<file path="config.mk">
export PLATFORM = sky130hd
export DESIGN_NAME = voice_mixer_flat
export DESIGN_NICKNAME = d
export VERILOG_FILES = /design/src/rtl/voice_mixer_if.sv /design/src/rtl/voice_mixer.sv /design/src/flat_wrapper.sv
export SDC_FILE = /design/constraint.sdc
export NUM_CORES = 1
export LEC_CHECK = 0
export ABC_AREA = 0
export CORE_ASPECT_RATIO = 2
export CORE_MARGIN = 2
export CORE_UTILIZATION = 55
export CTS_CLUSTER_SIZE = 20
export DETAILED_ROUTE_END_ITERATION = 6
export PLACE_DENSITY = 0.74
export SLEW_MARGIN = 20
export SYNTH_ARGS = -nofsm -noshare
export SYNTH_HDL_FRONTEND = slang
export SYNTH_SLANG_ARGS = --single-unit
export TNS_END_PERCENT = 100
</file>
<file path="constraint.sdc">
create_clock -name i_clk -period 10.4 [get_ports i_clk]
set_input_delay 1.04 -clock i_clk [delete_from_list [all_inputs] [get_ports i_clk]]
set_output_delay 1.04 -clock i_clk [all_outputs]
set_load 0.05 [all_outputs]
</file>
<file path="src/rtl/voice_mixer_if.sv">
`default_nettype none
//==============================================================================
// Module   : voice_mixer_if
// Brief    : Phase/voice capture, SPI settings write and sample output bundle
//            for voice_mixer.
// Revision : 1.0
//==============================================================================
interface voice_mixer_if #(
    parameter int OUT_WIDTH = 16
) ();
    logic [1:0]           i_pipeline_state;
    logic [9:0]           i_phase;
    logic [7:0]           i_voice_index;
    logic                 i_SPI_flag;
    logic [7:0]           i_SPI_voice_index;
    logic [7:0]           i_SPI_gain;
    logic [1:0]           i_SPI_shape;
    logic [OUT_WIDTH-1:0] o_sample;
    logic                 o_sample_valid;
    logic                 o_clip;

    modport master (
        output i_pipeline_state, i_phase, i_voice_index,
        output i_SPI_flag, i_SPI_voice_index, i_SPI_gain, i_SPI_shape,
        input  o_sample, o_sample_valid, o_clip
    );

    modport slave (
        input  i_pipeline_state, i_phase, i_voice_index,
        input  i_SPI_flag, i_SPI_voice_index, i_SPI_gain, i_SPI_shape,
        output o_sample, o_sample_valid, o_clip
    );
endinterface
`default_nettype wire

</file>
<file path="src/rtl/voice_mixer.sv">
`default_nettype none
//==============================================================================
// Module   : voice_mixer
// Brief    : Per-voice waveform shaping, gain scaling and frame summation with
//            saturated output. Optional clip counter: VOICE_MIXER_CLIP_COUNT_EN.
// Revision : 1.0
//==============================================================================
module voice_mixer #(
    parameter int NUM_VOICES = 8,
    parameter int ACC_WIDTH  = 26,
    parameter int OUT_WIDTH  = 16,
    parameter int OUT_SHIFT  = 2
) (
    input  wire          i_clk,
    input  wire          i_reset_n,
`ifdef VOICE_MIXER_CLIP_COUNT_EN
    input  wire          i_clip_clear,
    output logic [15:0]  o_clip_count,
`endif
    voice_mixer_if.slave vm
);
    localparam logic [7:0] c_LAST_IDX = 8'(NUM_VOICES - 1);
    localparam logic signed [ACC_WIDTH-1:0] c_OUT_MAX =
        ACC_WIDTH'((64'sd1 <<< (OUT_WIDTH - 1)) - 64'sd1);
    localparam logic signed [ACC_WIDTH-1:0] c_OUT_MIN =
        ACC_WIDTH'(-(64'sd1 <<< (OUT_WIDTH - 1)));

    logic [7:0] r_gain  [NUM_VOICES];
    logic [1:0] r_shape [NUM_VOICES];

    logic w_cap, w_wr;
    logic [7:0] w_gain_rd;
    logic [1:0] w_shape_rd;

    assign w_cap = (vm.i_pipeline_state == 2'd2) &&
                   ({1'b0, vm.i_voice_index} < 9'(NUM_VOICES));
    assign w_wr  = vm.i_SPI_flag &&
                   ({1'b0, vm.i_SPI_voice_index} < 9'(NUM_VOICES));

    always_ff @(posedge i_clk or negedge i_reset_n) begin
        if (!i_reset_n) begin
            for (int v = 0; v < NUM_VOICES; v++) begin
                r_gain[v]  <= 8'd0;
                r_shape[v] <= 2'd0;
            end
        end else if (w_wr) begin
            for (int v = 0; v < NUM_VOICES; v++) begin
                if (vm.i_SPI_voice_index == 8'(v)) begin
                    r_gain[v]  <= vm.i_SPI_gain;
                    r_shape[v] <= vm.i_SPI_shape;
                end
            end
        end
    end

    always_comb begin
        w_gain_rd  = 8'd0;
        w_shape_rd = 2'd0;
        for (int v = 0; v < NUM_VOICES; v++) begin
            if (vm.i_voice_index == 8'(v)) begin
                w_gain_rd  = r_gain[v];
                w_shape_rd = r_shape[v];
            end
        end
    end

    // Stage 1: capture; settings read here see the pre-write value on a same-edge write
    logic       r_s1_valid, r_s1_first, r_s1_last;
    logic [9:0] r_s1_phase;
    logic [7:0] r_s1_gain;
    logic [1:0] r_s1_shape;

    always_ff @(posedge i_clk or negedge i_reset_n) begin
        if (!i_reset_n) begin
            r_s1_valid <= 1'b0;
            r_s1_first <= 1'b0;
            r_s1_last  <= 1'b0;
            r_s1_phase <= 10'd0;
            r_s1_gain  <= 8'd0;
            r_s1_shape <= 2'd0;
        end else begin
            r_s1_valid <= w_cap;
            if (w_cap) begin
                r_s1_first <= (vm.i_voice_index == 8'd0);
                r_s1_last  <= (vm.i_voice_index == c_LAST_IDX);
                r_s1_phase <= vm.i_phase;
                r_s1_gain  <= w_gain_rd;
                r_s1_shape <= w_shape_rd;
            end
        end
    end

    logic [9:0]         w_wave;
    logic [8:0]         w_tri;
    logic signed [17:0] w_prod;

    always_comb begin
        w_tri  = r_s1_phase[9] ? ~r_s1_phase[8:0] : r_s1_phase[8:0];
        w_wave = 10'd0;
        case (r_s1_shape)
            2'd0:    w_wave = {~r_s1_phase[9], r_s1_phase[8:0]};
            2'd1:    w_wave = r_s1_phase[9] ? 10'h200 : 10'h1FF;
            2'd2:    w_wave = {~w_tri[8], w_tri[7:0], 1'b0};
            default: w_wave = 10'd0;
        endcase
        w_prod = $signed({{8{w_wave[9]}}, w_wave}) * $signed({10'd0, r_s1_gain});
    end

    logic                        r_s2_valid, r_s2_first, r_s2_last;
    logic signed [17:0]          r_s2_prod;

    always_ff @(posedge i_clk or negedge i_reset_n) begin
        if (!i_reset_n) begin
            r_s2_valid <= 1'b0;
            r_s2_first <= 1'b0;
            r_s2_last  <= 1'b0;
            r_s2_prod  <= 18'sd0;
        end else begin
            r_s2_valid <= r_s1_valid;
            r_s2_first <= r_s1_first;
            r_s2_last  <= r_s1_last;
            r_s2_prod  <= w_prod;
        end
    end

    // Frame-open flag suppresses a pulse for a frame tail whose voice 0 was lost to reset
    logic signed [ACC_WIDTH-1:0] r_acc, w_acc_next, w_frame;
    logic                        r_frame_open, w_emit, w_hi, w_lo;
    logic [OUT_WIDTH-1:0]        r_sample;
    logic                        r_sample_valid, r_clip;

    always_comb begin
        w_acc_next = r_s2_first ? ACC_WIDTH'(r_s2_prod) : r_acc + ACC_WIDTH'(r_s2_prod);
        w_frame    = w_acc_next >>> OUT_SHIFT;
        w_hi       = (w_frame > c_OUT_MAX);
        w_lo       = (w_frame < c_OUT_MIN);
        w_emit     = r_s2_valid && r_s2_last && (r_s2_first || r_frame_open);
    end

    always_ff @(posedge i_clk or negedge i_reset_n) begin
        if (!i_reset_n) begin
            r_acc          <= '0;
            r_frame_open   <= 1'b0;
            r_sample       <= '0;
            r_sample_valid <= 1'b0;
            r_clip         <= 1'b0;
        end else begin
            r_sample_valid <= w_emit;
            if (r_s2_valid) begin
                r_acc        <= w_acc_next;
                r_frame_open <= r_s2_last ? 1'b0 : (r_s2_first ? 1'b1 : r_frame_open);
            end
            if (w_emit) begin
                r_clip <= w_hi | w_lo;
                if (w_hi)      r_sample <= c_OUT_MAX[OUT_WIDTH-1:0];
                else if (w_lo) r_sample <= c_OUT_MIN[OUT_WIDTH-1:0];
                else           r_sample <= w_frame[OUT_WIDTH-1:0];
            end
        end
    end

    assign vm.o_sample       = r_sample;
    assign vm.o_sample_valid = r_sample_valid;
    assign vm.o_clip         = r_clip;

`ifdef VOICE_MIXER_CLIP_COUNT_EN
    logic [15:0] r_clip_count;

    always_ff @(posedge i_clk or negedge i_reset_n) begin
        if (!i_reset_n) begin
            r_clip_count <= 16'd0;
        end else if (i_clip_clear) begin
            r_clip_count <= 16'd0;
        end else if (r_sample_valid && r_clip && (r_clip_count != 16'hFFFF)) begin
            r_clip_count <= r_clip_count + 16'd1;
        end
    end

    assign o_clip_count = r_clip_count;
`endif
endmodule
`default_nettype wire
</file>
<file path="src/flat_wrapper.sv">
// flat-port wrapper written by rule: the top's interface ports become plain ports
module voice_mixer_flat 
#(
    parameter int NUM_VOICES = 8,
    parameter int ACC_WIDTH  = 26,
    parameter int OUT_WIDTH  = 16,
    parameter int OUT_SHIFT  = 2
)
  (i_clk, i_reset_n, vm_i_pipeline_state, vm_i_phase, vm_i_voice_index, vm_i_SPI_flag, vm_i_SPI_voice_index, vm_i_SPI_gain, vm_i_SPI_shape, vm_o_sample, vm_o_sample_valid, vm_o_clip);
  voice_mixer_if #(.OUT_WIDTH(OUT_WIDTH)) vm_i ();
  input  wire i_clk;
  input  wire i_reset_n;
  input wire logic [$bits(vm_i.i_pipeline_state)-1:0] vm_i_pipeline_state;
  input wire logic [$bits(vm_i.i_phase)-1:0] vm_i_phase;
  input wire logic [$bits(vm_i.i_voice_index)-1:0] vm_i_voice_index;
  input wire logic [$bits(vm_i.i_SPI_flag)-1:0] vm_i_SPI_flag;
  input wire logic [$bits(vm_i.i_SPI_voice_index)-1:0] vm_i_SPI_voice_index;
  input wire logic [$bits(vm_i.i_SPI_gain)-1:0] vm_i_SPI_gain;
  input wire logic [$bits(vm_i.i_SPI_shape)-1:0] vm_i_SPI_shape;
  output wire logic [$bits(vm_i.o_sample)-1:0] vm_o_sample;
  output wire logic [$bits(vm_i.o_sample_valid)-1:0] vm_o_sample_valid;
  output wire logic [$bits(vm_i.o_clip)-1:0] vm_o_clip;
  assign vm_i.i_pipeline_state = vm_i_pipeline_state;
  assign vm_i.i_phase = vm_i_phase;
  assign vm_i.i_voice_index = vm_i_voice_index;
  assign vm_i.i_SPI_flag = vm_i_SPI_flag;
  assign vm_i.i_SPI_voice_index = vm_i_SPI_voice_index;
  assign vm_i.i_SPI_gain = vm_i_SPI_gain;
  assign vm_i.i_SPI_shape = vm_i_SPI_shape;
  assign vm_o_sample = vm_i.o_sample;
  assign vm_o_sample_valid = vm_i.o_sample_valid;
  assign vm_o_clip = vm_i.o_clip;
  voice_mixer #(.NUM_VOICES(NUM_VOICES), .ACC_WIDTH(ACC_WIDTH), .OUT_WIDTH(OUT_WIDTH), .OUT_SHIFT(OUT_SHIFT)) u_core (.i_clk(i_clk), .i_reset_n(i_reset_n), .vm(vm_i));
endmodule
</file>
==> results.toml, run 1 <==
[outcome]
status = "completed"

[layout]
fillCellCount = 1715
post-route-util = 0.625
drive_gt1_frac = 0.149
area_delta_synth_final_pct = 11.9
nets = 1333
antennaDiodeCount = 0

[sta]
finClkSkew_ns = 0.0111
relSlewSlack = 0.278
fin_crit_ns = 6.32
tightest_slew_ns = 1.08
rsz0062_at_grt = "false"
fin_setup_tns_ns = 0
fin_crit_sh = 0.608
setup_viol = 0
maxSlewViolCount = 0
hold_viol_final = 0
fmax_ghz = 0.158

[route]
totalWireLength_um = 27300
avgViaCountPerCell = 5.85
first_pass_iters = 5
drc = 0
antenna_left = 0
drt_iter0_markers = 424
vias = 8473
wire_per_inst_um = 18.8

[yosys]
ys_top_cells_by_count = "dfrtp_1, inv_1, a21oi_1"
synth_edf_count = 0
syn-cell-area_sq_mm = 0.0117
ys_seq_area_frac = 0.362
ys_warn_count = 0
synth_top_area_frac = 0.362
synth.distinct_cells = 75
syn-instance-count = 1130
ys_top_cells_by_area = "dfrtp_1, fa_1, mux2_2"
post-synth-top-count-cell = "dfrtp_1"
syn-num-nets = 1296
yosys_register_bits = 169
postSynth.asyncResetShare = 1.00
avgSynthCellArea_sq_um = 10.3
synthFlopType = "dfrtp_1"
yosys.area.top_type = "dfrtp_1"

[power_and_ir_drop]
power_leakage_nw = 6.30
sequentialPowerShare = 0.273
internal_power_mw = 1.79
switching_share = 0.441
clkPwrFrac = 0.205
pwr-share-comb = 0.522
ir_drop_uv = 188
p_per_area_mw_per_mm2 = 245
p_switching_mw = 1.41

[placement]
io_buffers = 58
place_congestion = 0.964
dp_hpwl_um = 21000

[job]
drv_cap = 0

[hold_path]
min_to = "u_core.r_s2_valid$_DFF_PN0_"
hp-class = "register to register"
hp-start = "u_core.r_s1_valid$_DFF_PN0_"
whs_path_depth = 0

[grt]
met2_usage = 0.504
gr-max-usage-layer = "met2"
use_met1 = 0.238
grt_max_degree = 100
grt-ovfl-total = 0
grt_pass1_vias = 9035
grt_pass1_wl_um = 44600
grt_use_total = 0.259
use_met3 = 0.0417
antenna_found_initial = 0

[clock_tree]
cts_sinks = 169
insertion_delay_ns = 0.44
post_cts_resized = 0
cts_setup_buffers = 0
cts_buffers = 17
holdBufCountCts = 0
cts.htree.levels = 4
cts_tree = "yes"
clockBufferDepth = 2
clk_pin_slew_ns = 0.07
clockRootBuffer = "clkbuf_16"

[worst_setup_path]
crit_start = "u_core.r_s1_shape[1]$_DFFE_PN0P_"
path_max_fanout = 10
cp_data_required_time_ns = 10.76
crit_arrival_ns = 6.69
r2r-start = "u_core.r_s1_shape[1]$_DFFE_PN0P_"
worst-r2r-cell-count = 22
r2r-end = "u_core.r_s2_prod[16]$_DFF_PN0_"
cp-start-kind = "register"
path_class = "register to register"
rrSetupSlack_ns = 4.08
critPathCaptureType = "register"

[floorplanning]
rows = 75
dieArea_sq_mm = 0.0225
chipHeight_um = 210
ios = 59
die_x_um = 107
core-area_sq_mm = 0.0209
start_util = 0.558
==> cells by family after synthesis <==
family,count (synthesis),share of synthesized area
buffers and inverters,171,0.0574
muxes,133,0.135
DFF,169,0.362
AOI/OAI and AO/OA,236,0.137
adders and majority gates,125,0.176
and+or+nand+nor,262,0.107
xor gates and xnor gates,34,0.0261
==> final cells by class <==
type / instances / area (sq um) / area share
clock buffer: 17 / 425 / 0.0325
clock inverter: 15 / 183 / 0.0140
inverter: 122 / 458 / 0.0350
multi-input combinational: 790 / 6790 / 0.520
sequential: 169 / 4230 / 0.324
tap: 269 / 337 / 0.0258
timing repair buffer: 67 / 644 / 0.0493
==> placed cells by master, fill, tap and decap left out, types with 7 or more instances in the layout <==
cell type,synthesis,final
dfrtp_1,169,169
inv_1,120,120
a21oi_1,93,93
mux2_2,90,90
nand2_1,89,89
nor2_1,74,74
fa_1,65,65
ha_1,60,60
clkdlybuf4s50_1,0,56
mux2i_1,32,32
and2_1,26,26
o21ai_0,26,26
xnor2_1,23,23
nor2b_1,21,21
o22ai_1,18,18
clkbuf_16,0,17
a21o_1,13,13
o211ai_1,12,12
o211ai_2,11,11
xor2_1,10,10
nor3_1,11,10
mux4_2,10,10
nand3_1,9,9
buf_4,2,9
a21boi_0,7,7
o21a_1,7,7
==> flip-flops by register name, indices dropped and copies added (netlist names) <==
name,count
u_core.r_gain,64
u_core.r_acc,26
u_core.r_s2_prod,18
u_core.r_shape,16
u_core.vm.o_sample,16
u_core.r_s1_phase,10
u_core.r_s1_gain,8
u_core.r_s1_shape,2
u_core.r_frame_open,1
u_core.r_s1_first,1
u_core.r_s1_last,1
u_core.r_s1_valid,1
u_core.r_s2_first,1
u_core.r_s2_last,1
u_core.r_s2_valid,1
u_core.vm.o_clip,1
u_core.vm.o_sample_valid,1
==> stage by stage <==
stage | cell area [sq um] | hold slack [ns] | total power, mW | setup WS, ns | cells
CTS | 13100 | 0.350 | 3.21 | 4.07 | 1449
global route | 13100 | 0.372 | 3.46 | 3.52 | 1449
floorplan | 11700 | 0.331 | 2.13 | 4.92 | 1130
global placement | 12500 | 0.332 | 2.50 | 4.41 | 1417
detailed placement | 12500 | 0.335 | 2.54 | 4.15 | 1417
finish | 13100 | 0.349 | 3.20 | 4.08 | 1449
==> worst max path at each step <==
stage                                           to  slack, ns  cells after the start
detailed placement  u_core.r_s2_prod[16]$_DFF_PN0_       4.15                     22
floorplan           u_core.r_s2_prod[16]$_DFF_PN0_       4.92                     22
global route        u_core.r_s2_prod[16]$_DFF_PN0_       3.52                     22
global placement    u_core.r_s2_prod[16]$_DFF_PN0_       4.41                     22
finish              u_core.r_s2_prod[16]$_DFF_PN0_       4.08                     22
CTS                 u_core.r_s2_prod[16]$_DFF_PN0_       4.07                     22
==> routing by layer <==
layer | part of all wire | wire length [um]
met1 | 0.33 | 9070
met2 | 0.58 | 15900
met3 | 0.026 | 722
met4 | 0.059 | 1600
met5 | 0 | 0
==> critical path, stage by stage, from the launching register on <==
cell	delay, ns
dfrtp_1	0.41
clkinv_1	0.24
nor2_1	0.50
a21boi_0	0.19
o22ai_1	0.48
nand2_1	0.15
fa_1	0.52
inv_1	0.05
fa_1	0.46
ha_1	0.29
inv_1	0.05
fa_1	0.53
inv_1	0.06
fa_1	0.46
a21o_1	0.20
a21oi_1	0.25
o21bai_1	0.10
a21oi_1	0.25
nor2b_1	0.08
o21a_1	0.19
o31a_1	0.27
o41ai_1	0.36
xnor2_1	0.16
==> power groups by stage <==
stage               Clock, mW  Sequential [mW]  Combinational (mW)
global placement            0            0.878                1.62
floorplan                   0            0.928                1.21
CTS                     0.671            0.870                1.67
global route            0.693            0.885                1.88
finish                  0.656            0.871                1.67
detailed placement          0            0.882                1.66
Note: power is estimated with default switching activity, not from simulation.
==> run 2: changes to the inputs <==
- PLACE_DENSITY: 0.74 -> 0.77
- clock period: 10.4 -> 5.5 ns (I/O delays scaled with it)
==> results.toml, run 2 (synthesized netlist as in run 1, its figures left out) <==
[clock_tree]
insertion_delay_ns = 0.43
clockBufferDepth = 2
cts_sinks = 169
clk_pin_slew_ns = 0.07
holdBufCountCts = 0
cts_tree = "yes"
cts_buffers = 17
clockRootBuffer = "clkbuf_16"
cts.htree.levels = 4

[hold_path]
hp-class = "input port to async pin"

[grt]
grt_max_degree = 75
antenna_found_initial = 0
grt_use_total = 0.259
grt_pass1_wl_um = 45300
grt_pass1_vias = 9360
grt-ovfl-total = 0

[layout]
layout.cells.non_filler = 1470
regMostFlops = "u_core.r_gain"
largest_reg_flops = 64
nets = 1355
area_delta_synth_final_pct = 14.1
antennaDiodeCount = 0
mostFrequentLayoutCell = "dfrtp_1"
drive_gt1_frac = 0.181
final_cell_mix = "dfrtp_1, inv_1, mux2_2"
top_regs = "u_core.r_gain x64, u_core.r_acc x26, u_core.r_s2_prod x18"

[worst_setup_path]
critPathCaptureType = "register"
crit_arrival_ns = 5.55
rrSetupSlack_ns = 0.25
r2r-end = "u_core.r_s2_prod[16]$_DFF_PN0_"
worst-r2r-cell-count = 22
cp-start-kind = "register"
r2r-start = "u_core.r_s1_shape[1]$_DFFE_PN0P_"
path_class = "register to register"
cp_data_required_time_ns = 5.81
path_max_fanout = 7
crit_start = "u_core.r_s1_shape[1]$_DFFE_PN0P_"

[power_and_ir_drop]
ir_drop_uv = 347
p_switching_mw = 2.73
p_per_area_mw_per_mm2 = 461
sequentialPowerShare = 0.270
power_leakage_nw = 6.43
switching_share = 0.444
pwr-share-comb = 0.532
internal_power_mw = 3.42
clkPwrFrac = 0.198

[sta]
relSlewSlack = 0.335
maxSlewViolCount = 0
fin_crit_sh = 0.954
finClkSkew_ns = 0.00909
setup_slack_ns = 0.253
fmax_ghz = 0.191
tightest_slew_ns = 0.998
setup_viol = 0
fin_crit_ns = 5.25
hold_viol_final = 0

[placement]
dp_hpwl_um = 21000
io_buffers = 58
dp_cells = 1435
dp_slack_ns = -0.116
place_congestion = 0.975

[route]
avgViaCountPerCell = 5.88
highest_layer = "met4"
m1WireLength_um = 8900
dr_wl_met2_um = 16200
wl_met3_um = 775
totalWireLength_um = 27700
wire_per_inst_um = 18.9
antenna_left = 0
drc = 0
first_pass_iters = 6
vias = 8641
drt_iter0_markers = 340

[job]
drv_cap = 0

[floorplanning]
core-area_sq_mm = 0.0209
die_x_um = 107
rows = 75
ios = 59
chipHeight_um = 210
dieArea_sq_mm = 0.0225
start_util = 0.558

[outcome]
status = "completed"
## run 2: metrics by stage
step | TNS (ns) | power, mW | area [sq um] | util | hold WS [ns]
4_1_cts | 0 | 6.12 | 13200 | 0.632 | 0.143
3_3_place_gp | 0 | 4.75 | 12600 | 0.602 | 0.334
3_5_place_dp | -0.116 | 4.86 | 12600 | 0.602 | 0.336
5_1_grt | -0.0495 | 6.62 | 13300 | 0.637 | 0.167
2_1_floorplan | 0 | 4.04 | 11700 | - | 0.254
6_report | 0 | 6.15 | 13300 | 0.637 | 0.111
## run 2: worst max path at each step
stage,depth (start not counted),endpoint,slack [ns]
after floorplan,22,u_core.r_s2_prod[16]$_DFF_PN0_,0.02
after global placement,23,u_core.r_s2_prod[16]$_DFF_PN0_,0.03
after detailed placement,23,u_core.r_s2_prod[16]$_DFF_PN0_,-0.12
after CTS,23,u_core.r_s2_prod[16]$_DFF_PN0_,0.005
after global routing,23,u_core.r_s2_prod[16]$_DFF_PN0_,-0.03
final,22,u_core.r_s2_prod[16]$_DFF_PN0_,0.25
## run 2: layer usage
layer  vias up  track usage
met3       120       0.0359
li1       4005            -
met2       231        0.504
met4         0        0.172
met5         -            0
met1      4285        0.240
## run 2: layout make-up
cell class	count	area (sq um)
Fill cell	1661	7590
Multi-Input combinational cell	790	6890
Sequential cell	169	4230
Timing Repair Buffer	89	813
Inverter	122	458
Clock buffer	17	425
Tap cell	269	337
Clock inverter	14	176
## run 2: critical path, cell delays in order, from the launching register on
cell and delay (ns):
dfrtp_1 0.39, inv_2 0.13, buf_4 0.17, a21oi_1 0.09, o22ai_2 0.22, nand2_1 0.11
fa_1 0.52, inv_1 0.06, fa_1 0.47, ha_1 0.30, inv_1 0.06, fa_1 0.53
inv_1 0.08, fa_2 0.41, a21o_1 0.22, a21oi_2 0.15, o21bai_1 0.09, a21oi_2 0.17
nor2b_1 0.06, o21a_1 0.18, o31a_1 0.27, o41ai_2 0.32, xnor2_1 0.12
## run 2: timing repair
action                                  4_1_cts  5_1_grt
endpoints found under the setup margin        2        3
buffers inserted                              0        4
pin swaps                                     0       10
gates resized for setup                       4       26
## run 2: power by group through the flow
stage	logic, mW	clock network (mW)	registers, mW
2_1_floorplan	2.28	0	1.75
3_3_place_gp	3.08	0	1.67
3_5_place_dp	3.18	0	1.67
4_1_cts	3.22	1.24	1.65
5_1_grt	3.65	1.28	1.69
6_report	3.27	1.22	1.66
==> run 3: changes to the inputs <==
- CAP_MARGIN: not set -> 25
==> results of run 3 <==
Same layout as run 2: the final DEF is identical, and so are final timing and power.
==> variant, RTL diff (flow settings as in run 2) <==
`NUM_VOICES` is set to 8 in 2 places; all go to 16.
--- a/src/rtl/voice_mixer.sv
+++ b/src/rtl/voice_mixer.sv
@@ -6,7 +6,7 @@
 // Revision : 1.0
 //==============================================================================
 module voice_mixer #(
-    parameter int NUM_VOICES = 8,
+    parameter int NUM_VOICES = 16,
     parameter int ACC_WIDTH  = 26,
     parameter int OUT_WIDTH  = 16,
     parameter int OUT_SHIFT  = 2
--- a/src/flat_wrapper.sv
+++ b/src/flat_wrapper.sv
@@ -1,7 +1,7 @@
 // flat-port wrapper written by rule: the top's interface ports become plain ports
 module voice_mixer_flat 
 #(
-    parameter int NUM_VOICES = 8,
+    parameter int NUM_VOICES = 16,
     parameter int ACC_WIDTH  = 26,
     parameter int OUT_WIDTH  = 16,
     parameter int OUT_SHIFT  = 2
Check against the original RTL: not equivalent (Yosys sat finds a counterexample within 10 cycles, from zero or initial values and one cycle with i_reset_n low).
==> variant against run 2 <==
Critical path depth stayed put. Total power decreased by 5.1%. Setup slack got worse by 0.12 ns. Final cell count increased by 28%. Final area is 33% higher. Area after synthesis increased by 35%. Sequential cell count rose by 80. Routed wire length is 32% higher. Clock skew decreased by 0.0021 ns. Critical path type unchanged. Critical endpoint is now u_core.r_s2_prod[17].
==> variant: results (changes against run 2) <==
| Metric | Value |
|---|---|
| Metal3 WL | `1106 um (was 775 um)` |
| Comb. pwr | `1.96 mW (was 3.27 mW)` |
| DP Cell Count | `1838 (was 1435)` |
| Drt wl/cell | `19.37 um (was 18.86 um)` |
| Top Registers | `u_core.r_gain: 128 flops, u_core.r_shape: 32 flops, u_core.r_acc: 26 flops (was u_core.r_gain: 64 flops, u_core.r_acc: 26 flops, u_core.r_s2_prod: 18 flops)` |
| Met2 WL post-DR | `20980 um (was 16160 um)` |
| DP Worst Slack | `-0.1167 ns (was -0.1158 ns)` |
| TritonCTS buffer count | `24 (was 17)` |
| Met3 Resource Use GR | `0.02561 (was 0.03587)` |
| H-tree Lvls | `1 (was 4)` |
| Worst Path Max Fanout | `5 (was 7)` |
| Hold Path Class | `register to register (was primary input to asynchronous set/reset pin)` |
| Number of global-route vias before repair | `12240 (was 9360)` |
| Status | `finished clean (unchanged)` |
| Transition time at the pin with the least slew margin | `1.183 ns (was 0.9977 ns)` |
| DR vias/cell | `6.014 (was 5.878)` |
| Via count | `11350 (was 8641)` |
| Sequential cell area fraction in the yosys report | `0.3961 (was 0.3621)` |
| Sw Pwr | `2.023 mW (was 2.731 mW)` |
| Leakage | `8.403 nW (was 6.425 nW)` |
| First drt pass iteration count | `5 (was 6)` |
| Placed cell area | `0.01668 mm^2 (was 0.01260 mm^2)` |
| GPL Wtd Cong | `0.8930 (was 0.9751)` |
| Ratio of cells with drive above 1 in the final layout | `0.2136 (was 0.1807)` |
| Final Skew | `0.007023 ns (was 0.009086 ns)` |
| Pint | `3.813 mW (was 3.416 mW)` |
| Initial drt markers | `613 (was 340)` |
| Post-DP HPWL | `27130 um (was 20990 um)` |
[variant: layout make-up]
type / count / area (um^2)
Tap cell: 356 / 445.4
Timing Repair Buffer: 90 / 858.3
Multi-Input combinational cell: 1016 / 8812
Fill cell: 2231 / 10530
Clock buffer: 33 / 705.7
Sequential cell: 249 / 6232
Inverter: 133 / 501.7
Clock inverter: 10 / 112.6
[variant: worst max-delay path, cell delays in order, from the launching register on]
cell      delay (ns)
dfrtp_1         0.40
buf_4           0.16
nor2_4          0.18
nand2_1         0.10
a21oi_2         0.24
o21ai_0         0.17
fa_1            0.57
inv_1           0.05
fa_1            0.45
ha_1            0.29
inv_1           0.05
fa_1            0.53
inv_1           0.07
ha_1            0.29
a21o_1          0.16
a21oi_2         0.15
o21bai_1        0.10
a21oi_2         0.19
nor2b_1         0.07
o21a_1          0.18
o31a_1          0.28
o311a_1         0.34
a211oi_1        0.23
[variant: cell families (layout without fill, tap and decap cells)]
kind of cell,after synthesis,count (layout),synth area share
adders and majority gates,125,125,0.1304
AOI/OAI and AO/OA,299,299,0.1383
and+or+nand+nor,339,340,0.1011
buffers and inverters,206,266,0.05051
muxes,218,218,0.1637
xor gates and xnor gates,34,34,0.01981
DFF,249,249,0.3961
[variant: worst paths after layout]
check,from,endpoint,slack [ns],depth (start not counted)
max,u_core.r_s1_shape[0],u_core.r_s2_prod[17],0.13,22
min reg2reg,u_core.r_s1_valid,u_core.r_s2_valid,0.35,0
min in group asynchronous,i_reset_n,u_core.r_acc[24],0.54,2
min,u_core.r_s1_valid,u_core.r_s2_valid,0.35,0
max reg2reg,u_core.r_s1_shape[0],u_core.r_s2_prod[17],0.13,22
max in group asynchronous,i_reset_n,u_core.r_gain[94],3.58,4
